## src/rtl/fpadd_pkg.sv

```systemverilog
// Shared types and constants for the FP32 adder issue controller.
// Perf counters in the top are enabled by defining FPADD_ISSUE_PERF_EN.
package fpadd_pkg;

    localparam int FP32_W    = 32;
    localparam int FPADD_LAT = 3;

    typedef logic [FP32_W-1:0] fp32_t;

    typedef struct packed {
        fp32_t a;
        fp32_t b;
    } fp_pair_t;

endpackage

```

## src/rtl/fpadd_sync_fifo.sv

```systemverilog
// Synchronous FIFO with a separate occupancy count.
// The head reads as zero while the FIFO is empty.
module fpadd_sync_fifo #(
    parameter int WIDTH = 32,
    parameter int DEPTH = 4
) (
    input  logic             clk,
    input  logic             reset,
    input  logic             push_i,
    input  logic [WIDTH-1:0] din_i,
    input  logic             pop_i,
    output logic [WIDTH-1:0] dout_o,
    output logic             full_o,
    output logic             empty_o
);
    localparam int AW = $clog2(DEPTH);
    localparam logic [AW:0] FULL_CNT = (AW+1)'(DEPTH);

    logic [WIDTH-1:0] mem_q [DEPTH];
    logic [AW-1:0]    wr_q, wr_d;
    logic [AW-1:0]    rd_q, rd_d;
    logic [AW:0]      cnt_q, cnt_d;
    logic             do_push, do_pop;

    assign full_o  = cnt_q == FULL_CNT;
    assign empty_o = cnt_q == '0;
    assign do_push = push_i && !full_o;
    assign do_pop  = pop_i && !empty_o;
    assign dout_o  = empty_o ? '0 : mem_q[rd_q];

    always_comb begin
        wr_d  = wr_q + AW'(do_push);
        rd_d  = rd_q + AW'(do_pop);
        cnt_d = cnt_q;
        unique case ({do_push, do_pop})
            2'b10:   cnt_d = cnt_q + 1'b1;
            2'b01:   cnt_d = cnt_q - 1'b1;
            default: cnt_d = cnt_q;
        endcase
    end

    always_ff @(posedge clk) begin
        if (reset) begin
            wr_q  <= '0;
            rd_q  <= '0;
            cnt_q <= '0;
        end else begin
            wr_q  <= wr_d;
            rd_q  <= rd_d;
            cnt_q <= cnt_d;
        end
    end

    always_ff @(posedge clk) begin
        if (do_push) begin
            mem_q[wr_q] <= din_i;
        end
    end

endmodule

```

## src/rtl/fpadd_issue_ctrl.sv

```systemverilog
// Credit-gated issue controller for a fixed-latency FP32 adder.
// Optional issue/stall counters: define FPADD_ISSUE_PERF_EN.
module fpadd_issue_ctrl
    import fpadd_pkg::*;
#(
    parameter int OP_DEPTH  = 4,
    parameter int RES_DEPTH = 4,
    parameter int LAT       = FPADD_LAT
) (
    input  logic  clk,
    input  logic  reset,
    input  logic  in_valid,
    output logic  in_ready,
    input  fp32_t in_a,
    input  fp32_t in_b,
    output fp32_t add_a,
    output fp32_t add_b,
    input  fp32_t add_out,
    output logic  res_valid,
    input  logic  res_ready,
    output fp32_t res_data
`ifdef FPADD_ISSUE_PERF_EN
    ,
    output logic [31:0] issue_cnt,
    output logic [31:0] stall_cnt
`endif
);
    localparam int RW = $clog2(RES_DEPTH) + 1;
    localparam logic [RW-1:0] RES_MAX = RW'(RES_DEPTH);

    fp_pair_t        op_head;
    logic            op_full, op_empty;
    logic            res_full, res_empty;
    logic            issue, credit, res_pop;
    logic [LAT-1:0]  inflight_q, inflight_d;
    logic [RW-1:0]   reserved_q, reserved_d;

    assign in_ready  = !op_full;
    assign res_valid = !res_empty;
    assign res_pop   = res_valid && res_ready;
    // Credit covers queued results plus everything still in the adder.
    assign credit    = reserved_q < RES_MAX;
    assign issue     = !op_empty && credit && !res_full;
    assign add_a     = issue ? op_head.a : '0;
    assign add_b     = issue ? op_head.b : '0;

    fpadd_sync_fifo #(
        .WIDTH ($bits(fp_pair_t)),
        .DEPTH (OP_DEPTH)
    ) u_op_fifo (
        .clk     (clk),
        .reset   (reset),
        .push_i  (in_valid),
        .din_i   ({in_a, in_b}),
        .pop_i   (issue),
        .dout_o  (op_head),
        .full_o  (op_full),
        .empty_o (op_empty)
    );

    fpadd_sync_fifo #(
        .WIDTH (FP32_W),
        .DEPTH (RES_DEPTH)
    ) u_res_fifo (
        .clk     (clk),
        .reset   (reset),
        .push_i  (inflight_q[LAT-1]),
        .din_i   (add_out),
        .pop_i   (res_pop),
        .dout_o  (res_data),
        .full_o  (res_full),
        .empty_o (res_empty)
    );

    if (LAT == 1) begin : g_lat1
        assign inflight_d = issue;
    end else begin : g_latn
        assign inflight_d = {inflight_q[LAT-2:0], issue};
    end

    always_comb begin
        reserved_d = reserved_q;
        unique case ({issue, res_pop})
            2'b10:   reserved_d = reserved_q + 1'b1;
            2'b01:   reserved_d = reserved_q - 1'b1;
            default: reserved_d = reserved_q;
        endcase
    end

    always_ff @(posedge clk) begin
        if (reset) begin
            inflight_q <= '0;
            reserved_q <= '0;
        end else begin
            inflight_q <= inflight_d;
            reserved_q <= reserved_d;
        end
    end

`ifdef FPADD_ISSUE_PERF_EN
    logic [31:0] issue_cnt_q, stall_cnt_q;

    assign issue_cnt = issue_cnt_q;
    assign stall_cnt = stall_cnt_q;

    always_ff @(posedge clk) begin
        if (reset) begin
            issue_cnt_q <= '0;
            stall_cnt_q <= '0;
        end else begin
            issue_cnt_q <= issue_cnt_q + 32'(issue);
            stall_cnt_q <= stall_cnt_q + 32'(!op_empty && !issue);
        end
    end
`endif

endmodule

```

## config.mk

```make
export PLATFORM = sky130hd
export DESIGN_NAME = fpadd_issue_ctrl
export DESIGN_NICKNAME = d
export VERILOG_FILES = /design/src/rtl/fpadd_pkg.sv /design/src/rtl/fpadd_sync_fifo.sv /design/src/rtl/fpadd_issue_ctrl.sv
export SDC_FILE = /design/constraint.sdc
export NUM_CORES = 1
export LEC_CHECK = 0
export CAP_MARGIN = 20
export CORE_MARGIN = 2
export CORE_UTILIZATION = 46
export CTS_BUF_LIST = sky130_fd_sc_hd__clkbuf_16
export DETAILED_ROUTE_END_ITERATION = 10
export MAX_ROUTING_LAYER = met4
export PLACE_DENSITY = 0.71
export SETUP_SLACK_MARGIN = 0.4
export SYNTH_ARGS = -nofsm -noshare
export SYNTH_HDL_FRONTEND = slang
export SYNTH_SLANG_ARGS = --single-unit
export TNS_END_PERCENT = 1
```

## constraint.sdc

```tcl
create_clock -name clk -period 10 [get_ports clk]
set_clock_uncertainty 0.15 [all_clocks]
set_input_delay 2 -clock clk [delete_from_list [all_inputs] [get_ports clk]]
set_output_delay 2 -clock clk [all_outputs]
set_load 0.02 [all_outputs]
```

# Yosys cells after proc, flatten, opt, wreduce, memory -nomap -nowiden

Memories as Yosys holds them, arrays and structs flattened. A register that Yosys moved wholly into a read port is not among the register bits.
Index checks and enable logic that the tools add are counted.

$add $sub $neg: 10
Magnitude comparators: 1
Eq/ne operators: 8
Mux-type cells: 13
Reduce and logical (&&, ||, !) cells: 16

Operators by type and width:

| cell                                                                | number |
|---|---|
| 32-bit 2-to-1 mux                                                   | 3 |
| 64-bit 2-to-1 mux                                                   | 1 |
| 3-bit case mux with 2 select lines                                  | 3 |
| 3-bit by 1-bit adder with 3-bit output (second input constant)      | 3 |
| 3-bit by 1-bit subtractor with 3-bit output (second input constant) | 3 |
| 2-bit by 1-bit adder with 2-bit output                              | 4 |
| 1-bit logical AND                                                   | 7 |
| 2-bit by 1-bit == test with 1-bit output (second input constant)    | 3 |
| 2-bit == test (second input constant)                               | 3 |
| 3-bit == test (second input constant)                               | 2 |
| 3-bit logical NOT                                                   | 2 |
| 2-bit nonzero test                                                  | 3 |
| 1-bit logical NOT                                                   | 4 |
| 1-bit 2-to-1 mux                                                    | 4 |
| 2-bit 2-to-1 mux                                                    | 2 |
| 3-bit < comparator (second input constant)                          | 1 |

Register bits: 20
Bits in writable memories: 384
Input port bits: 100
Output and inout port bits: 98
Word-level logic and storage cells: 58
Memories kept: 2

Memories:

| name             | depth | width | read ports | clocked after memory_dff | wr ports | RTL line              | RTL |
|---|---|---|---|---|---|---|---|
| u_op_fifo.mem_q  | 4     | 64    | 1          | 1                        | 1        | fpadd_sync_fifo.sv:19 | `logic [WIDTH-1:0] mem_q [DEPTH];` |
| u_res_fifo.mem_q | 4     | 32    | 1          | 1                        | 1        | fpadd_sync_fifo.sv:19 |  |

# Longest topological paths before layout

Gate-level depths: netlist of the first run.

Depth in word-level cells: 7
Mapped depth: 10
Mapped depth without buffers: 8

# Modules after synthesis

Synthesis of the first run repeated with hierarchy kept, for this count alone.

Cells, all modules: 783
Area, all modules: 15937.8 sq um

By module, submodules not included:

| module                       | times used | cells each | area an instance (sq um) |
|---|---|---|---|
| fpadd_sync_fifo (u_op_fifo)  | 1          | 443        | 10022.1 |
| fpadd_sync_fifo (u_res_fifo) | 1          | 241        | 5196.2 |
| fpadd_issue_ctrl             | 1          | 99         | 719.4 |

# Worst setup path after synthesis of the first run

Ideal clock, no wire load.

Kind: input to register
Start point: input in_valid
End point: memory u_op_fifo.mem_q[1][0] in the netlist's numbering (enable)
Arrival time: 6.820 ns
Setup slack: 2.452 ns
Stages: 2
Cell sequence: nand2_1 nor3b_1

Cells in the longest elaborated chain, start to end: 3

RTL lines:

| element                                | RTL line               | RTL |
|---|---|---|
| start, declared                        | fpadd_issue_ctrl.sv:12 | `input logic in_valid,` |
| 1-bit logical AND                      | fpadd_sync_fifo.sv:27  | `assign do_push = push_i && !full_o;` |
| 1-bit 2-to-1 mux                       | fpadd_sync_fifo.sv:55  | `if (do_push) begin` |
| 1-bit 2-to-1 mux (implied by the code) | fpadd_sync_fifo.sv:56  | `mem_q[wr_q] <= din_i;` |
| end, declared                          | fpadd_sync_fifo.sv:19  |  |

No other way between the ends.

==> results of run 1 <==
==> path summary, 6_finish.rpt <==
check	from	end	slack, ns	cells past startpoint
max reg2reg	u_res_fifo.cnt_q[2]$_SDFFE_PP0P_	u_op_fifo.cnt_q[2]$_SDFFE_PP0P_	6.95	8
min reg2reg	inflight_q[0]$_SDFF_PP0_	inflight_q[1]$_SDFF_PP0_	0.29	1
max	u_op_fifo.rd_q[0]$_SDFF_PP0_	add_a[29]	4.50	4
min	inflight_q[0]$_SDFF_PP0_	inflight_q[1]$_SDFF_PP0_	0.29	1
==> area by class of cell <==
cell class / count / share of cell area (%)
diodes: 2 / 0.02607
multi-input cells: 260 / 17.33
well taps: 448 / 2.920
clock buffers: 43 / 5.605
inverters: 10 / 0.1955
flip-flops and latches: 404 / 62.20
repair buffers: 211 / 10.82
clock inverters: 29 / 0.9059
==> per-stage QoR <==
stage	power [mW]	worst slack [ns]	instances	utilization (%)	instance area, um2
2_1_floorplan	2.993	2.452	708	-	15480
3_3_place_gp	3.554	4.925	1333	53.78	17940
3_5_place_dp	3.565	4.928	1333	53.78	17940
4_1_cts	4.997	4.352	1405	57.52	19190
5_1_grt	5.157	4.176	1407	57.54	19200
6_report	4.922	4.498	1407	57.54	19200
==> worst max-delay path, stage by stage, from the launching register on <==
cell and delay (ns):
dfxtp_4 0.63, buf_4 0.81, mux4_2 0.60, nor2b_1 0.14, clkdlybuf4s50_1 0.63
==> Yosys cell counts <==
cell and count:
edfxtp_1 384, buf_4 3, fa_1 3, clkbuf_1 10, a21oi_1 5, or3_1 3
or3b_2 1, and2b_1 17, xor2_1 5, nor2_1 13, nand2b_1 1, nand2_1 1
and3_1 2, buf_6 9, mux2i_1 1, o21ai_0 3, buf_2 12, nor3_1 4
inv_1 10, or3_4 1, xnor2_1 5, nor2b_1 87, nor3b_1 5, mux4_2 96
dfxtp_1 20, ha_1 7
==> flip-flops by register name, indices dropped and copies added, names as in the netlist <==
signal and cells:
reserved_q 3, u_res_fifo.wr_q 2, u_op_fifo.rd_q 2, u_res_fifo.rd_q 2
u_op_fifo.mem_q 256, inflight_q 3, u_op_fifo.cnt_q 3, u_op_fifo.wr_q 2
u_res_fifo.cnt_q 3, u_res_fifo.mem_q 128
==> power groups by stage <==
stage | Clock, mW | Sequential (mW) | Combinational, mW
floorplan | 0 | 2.07 | 0.926
global placement | 0 | 2.13 | 1.42
detailed placement | 0 | 2.14 | 1.43
CTS | 1.45 | 2.10 | 1.44
global route | 1.52 | 2.11 | 1.52
finish | 1.41 | 2.09 | 1.41
==> cell usage in the layout, fill, tap and decap left out, types with 2 or more instances in the layout <==
cell / n
edfxtp_1: 384
clkdlybuf4s50_1: 197
mux4_2: 96
nor2b_1: 87
clkbuf_16: 43
inv_1: 20
and2b_1: 17
dfxtp_1: 17
buf_4: 14
nor2_1: 13
clkinv_1: 12
ha_1: 7
xor2_1: 5
a21oi_1: 5
xnor2_1: 5
nor3b_2: 4
nor3_2: 3
o21ai_0: 3
or3_1: 3
fa_1: 3
clkinv_2: 3
diode_2: 2
bufinv_16: 2
dfxtp_4: 2
==> routing by layer <==
layer,GRT usage [%],vias up
li1,-,3282
met1,22.27,3768
met2,27.64,215
met3,5.816,42
met4,4.634,0
met5,-,-
==> logic make-up after synthesis <==
kind of cell / Yosys count
flops: 404
simple gates: 135
mux: 97
buf+inv: 44
xor+xnor: 10
fa+ha+maj: 10
compound gates: 8
==> results.py, run 1 <==
metrics = {
    "sta": {
        "rsz0062_at_grt": "false",
        "hold_ws_ns": 0.2894,
        "finalSetupTns_ns": 0,
        "fmax_mhz": 181.8,
        "slew_viol_final": 0,
        "finalCritPeriodShare_pct": 55.02,
        "min_period_ns": 5.502,
        "hold_viol_final": 0,
        "timing_worst_slew_pin_value_ns": 1.036,
        "setup_viol": 0,
        "maxSlewHeadroom_pct": 30.95,
    },
    "synthesis": {
        "ys_ff_latch": 404,
        "synth_compound_area_share_pct": 0.2587,
        "synth-xor-area-share_pct": 0.5659,
        "synth_area_leader_cell": "edfxtp_1",
        "ys_types": 26,
        "synthDominantCellAreaShare_pct": 74.50,
        "yosys_warnings": 0,
        "synth-simple-area-share_pct": 5.424,
        "yosysSeqAreaShare_pct": 77.09,
        "synth-adder-area-share_pct": 0.9539,
        "synth_mux_area_share_pct": 14.03,
        "postSynthCellCount": 708,
        "synthTopCellsByArea": "edfxtp_1 75%, mux4_2 14%, nor2b_1 3.5%, dfxtp_1 2.6%, and2b_1 0.82%",
        "synth.avg_cell_area_um2": 21.86,
        "synth_top_family_by_area": "multiplexers",
        "synth.cell_area_mm2": 0.01548,
        "synth_nets": 818,
    },
    "routing": {
        "met3_length_um": 2472,
        "drt_iter0_markers": 587,
        "routed.top_layer": "met4",
        "routedLengthMet1_um": 12290,
        "viasPerCell": 5.193,
        "firstDrtPassIters": 4,
        "wl_per_cell_um": 20.90,
        "drc_errors": 0,
        "route.met2.wl_um": 14140,
        "drtAntennaViolNets": 0,
        "wl_um": 29410,
        "vias": 7307,
    },
    "critical_path": {
        "cp_max_fo": 45,
        "worst_setup_path_end_kind": "output pin",
        "arrival_ns": 3.35,
        "path_class": "reg -> out",
        "crit_path_start_kind": "flop",
        "critical_path_required_ns": 7.85,
    },
    "layout": {
        "regArea_mm2": 0.01194,
        "layout.nets": 1038,
        "n_fill_cell": 2549,
        "multi_input_area_mm2": 0.003327,
        "drive_gt1_share_pct": 18.08,
        "area_growth_syn_to_layout_pct": 24.03,
    },
    "place": {
        "hpwlAfterDp_um": 17170,
        "gp_congestion": 0.6882,
        "portBuffers": 197,
    },
    "floorplan": {
        "rows": 67,
        "start_util_pct": 46.39,
        "die_h_um": 187.4,
        "die-area_mm2": 0.03513,
        "ioPinCount": 198,
        "core_mm2": 0.03336,
        "die_x_um": 187.4,
    },
    "clock_tree": {
        "cts_tree": "yes",
        "clock_latency_ns": 0.52,
        "cts_sinks": 404,
        "post_cts_resized": 0,
        "numCtsBuffers": 41,
        "cts_max_level": 2,
        "ctsHoldBuffers": 0,
        "root_buffer": "clkbuf_16",
        "post_cts_buffers": 0,
        "clock_path_buffers": 3,
        "path_clk_slew_ns": 0.06,
    },
    "power": {
        "leakagePower_nw": 6.136,
        "p_int_mw": 3.528,
        "irDropWorstVdd_uv": 170.0,
        "power_frac_clock_pct": 28.7,
        "net-switching-power_mw": 1.394,
        "power_frac_seq_pct": 42.6,
        "p_sw_share_pct": 28.31,
        "p_comb_share_pct": 28.7,
        "power_density_mw_per_mm2": 256.4,
    },
    "status": {
        "status": "finished clean",
    },
    "min_path": {
        "hp-class": "reg -> reg",
    },
    "run": {
        "cap_viol_max_count": 0,
    },
    "grt": {
        "grt_pass1_wl_um": 46050,
        "track_usage_pct": 17.61,
        "grt_pass1_vias": 7947,
        "grt_overflow": 0,
        "grt_antenna_before_repair": 2,
        "grt_max_degree": 68,
    },
}
No activity file was read; power rests on OpenSTA's default activity.
==> inputs of run 2 (changes only) <==
- PLACE_DENSITY: 0.71 -> 0.74
- clock period: 10 -> 4.9 ns (I/O delays scaled with it)
==> results.py, run 2 (synthesis results as in run 1) <==
metrics = {
    "critical_path": {
        "critPathLaunch": "u_op_fifo.rd_q[0]$_SDFF_PP0_",
        "worst_setup_path_end_kind": "output pin",
        "r2r_start": "u_res_fifo.cnt_q[2]$_SDFFE_PP0P_",
        "critical_path_required_ns": 3.77,
        "cp_max_fo": 21,
        "cp_slowest_stage_delay_ns": 0.64,
        "crit_chain": "buf_4 -> mux4_2 -> nor2b_1 -> clkdlybuf4s50_1",
        "path_class": "reg -> out",
        "crit_path_start_kind": "flop",
        "arrival_ns": 2.82,
        "cp_slowest_cell": "dfxtp_4",
    },
    "grt": {
        "grt_antenna_before_repair": 4,
        "grt_pass1_vias": 7946,
        "track_usage_pct": 17.24,
        "grt_overflow": 0,
        "grt_max_degree": 68,
        "grt_pass1_wl_um": 45180,
    },
    "power": {
        "total_power_mw": 10.44,
        "irDropWorstVdd_uv": 358.4,
        "power_density_mw_per_mm2": 537.3,
        "leakagePower_nw": 6.237,
    },
    "clock_tree": {
        "root_buffer": "clkbuf_16",
        "cts_max_level": 2,
        "ctsHoldBuffers": 0,
        "post_cts_buffers": 0,
        "cts_tree": "yes",
        "clock_latency_ns": 0.53,
        "clock_path_buffers": 3,
        "path_clk_slew_ns": 0.06,
        "cts_sinks": 404,
        "numCtsBuffers": 42,
        "post_cts_resized": 0,
    },
    "routing": {
        "drt_iter0_markers": 525,
        "drc_errors": 0,
        "firstDrtPassIters": 6,
        "wl_per_cell_um": 20.80,
        "wl_um": 29490,
        "drtAntennaViolNets": 0,
        "vias": 7374,
        "viasPerCell": 5.200,
    },
    "sta": {
        "maxSlewHeadroom_pct": 32.16,
        "rsz0062_at_grt": "false",
        "hold_ws_ns": 0.2804,
        "fmax_mhz": 253.3,
        "finalCritPeriodShare_pct": 80.57,
        "min_period_ns": 3.948,
        "timing_worst_slew_pin_value_ns": 1.018,
        "slew_viol_final": 0,
        "hold_viol_final": 0,
        "setup_viol": 0,
    },
    "layout": {
        "area_growth_syn_to_layout_pct": 25.52,
        "n_fill_cell": 2505,
        "final_cell_mix": "384 x edfxtp_1, 197 x clkdlybuf4s50_1, 96 x mux4_2",
        "fin_util_pct": 58.23,
        "largest_register_ffs": 256,
        "final_common_cell": "edfxtp_1",
        "layout.nets": 1041,
        "top_register": "u_op_fifo.mem_q",
        "drive_gt1_share_pct": 19.07,
        "reg.largest.list": "u_op_fifo.mem_q x256, u_res_fifo.mem_q x128",
        "final_cells": 1418,
    },
    "min_path": {
        "min_from": "inflight_q[0]$_SDFF_PP0_",
        "hp-class": "reg -> reg",
    },
    "floorplan": {
        "die_x_um": 187.4,
        "ioPinCount": 198,
        "start_util_pct": 46.39,
        "die_h_um": 187.4,
        "die-area_mm2": 0.03513,
        "rows": 67,
        "core_mm2": 0.03336,
    },
    "status": {
        "status": "finished clean",
    },
    "place": {
        "hpwlAfterDp_um": 16990,
        "dp_cells": 1335,
        "portBuffers": 197,
        "gp_congestion": 0.6936,
    },
    "run": {
        "cap_viol_max_count": 0,
    },
}
-- run 2: cell types whose count changed in the layout (fill, tap and decap cells not counted), sizes merged --
cell / change
inv: +1
clkbuf: -1
bufinv: +6
buf: +2
diode: +3
-- run 2: per-stage QoR --
step | setup TNS, ns | instance area (um2) | worst slack [ns]
after detailed placement | 0 | 17980 | 1.438
after global placement | 0 | 17980 | 1.424
final | 0 | 19430 | 0.9520
after global routing | 0 | 19420 | 0.7575
after floorplan | -287.41 | 15480 | -1.628
after CTS | 0 | 19410 | 0.8578
-- run 2: power breakdown --
| part | total (mW) | internal, mW | switching, mW |
|---|---|---|---|
| clock network | 3.25 | 1.99 | 1.26 |
| logic | 2.90 | 1.47 | 1.43 |
| registers | 4.28 | 4.07 | 0.211 |
-- run 2: path summary, 6_finish.rpt --
kind | end | slack, ns | cells after the start
worst min-delay path | inflight_q[1]$_SDFF_PP0_ | 0.28 | 1
worst max register to register | u_op_fifo.cnt_q[2]$_SDFFE_PP0P_ | 1.81 | 8
worst min register to register | inflight_q[1]$_SDFF_PP0_ | 0.28 | 1
worst max-delay path | add_a[22] | 0.95 | 4
-- run 2: cell type report --
cell class | count | area [um2] | area share, %
sequential | 404 | 11940 | 61.46
multi-input combinational | 260 | 3327 | 17.12
timing repair buffer | 213 | 2117 | 10.90
clock buffer | 42 | 1051 | 5.410
tap | 448 | 560.5 | 2.885
clock inverter | 36 | 381.6 | 1.964
inverter | 10 | 37.54 | 0.1932
antenna | 5 | 12.51 | 0.06440
-- run 2: metal layers --
metal	GRT usage, %	routed length, um
met5	-	0
met4	3.755	443
met3	5.835	2486
met2	27.65	14180
met1	21.50	12380
-- run 2: critical path, delay by kind of cell, from the launching register on --
| family | cells | cell delay [ns] |
|---|---|---|
| muxes | 1 | 0.53 |
| and+or+nand+nor | 1 | 0.17 |
| buffers and inverters | 2 | 0.92 |
| DFF | 1 | 0.64 |
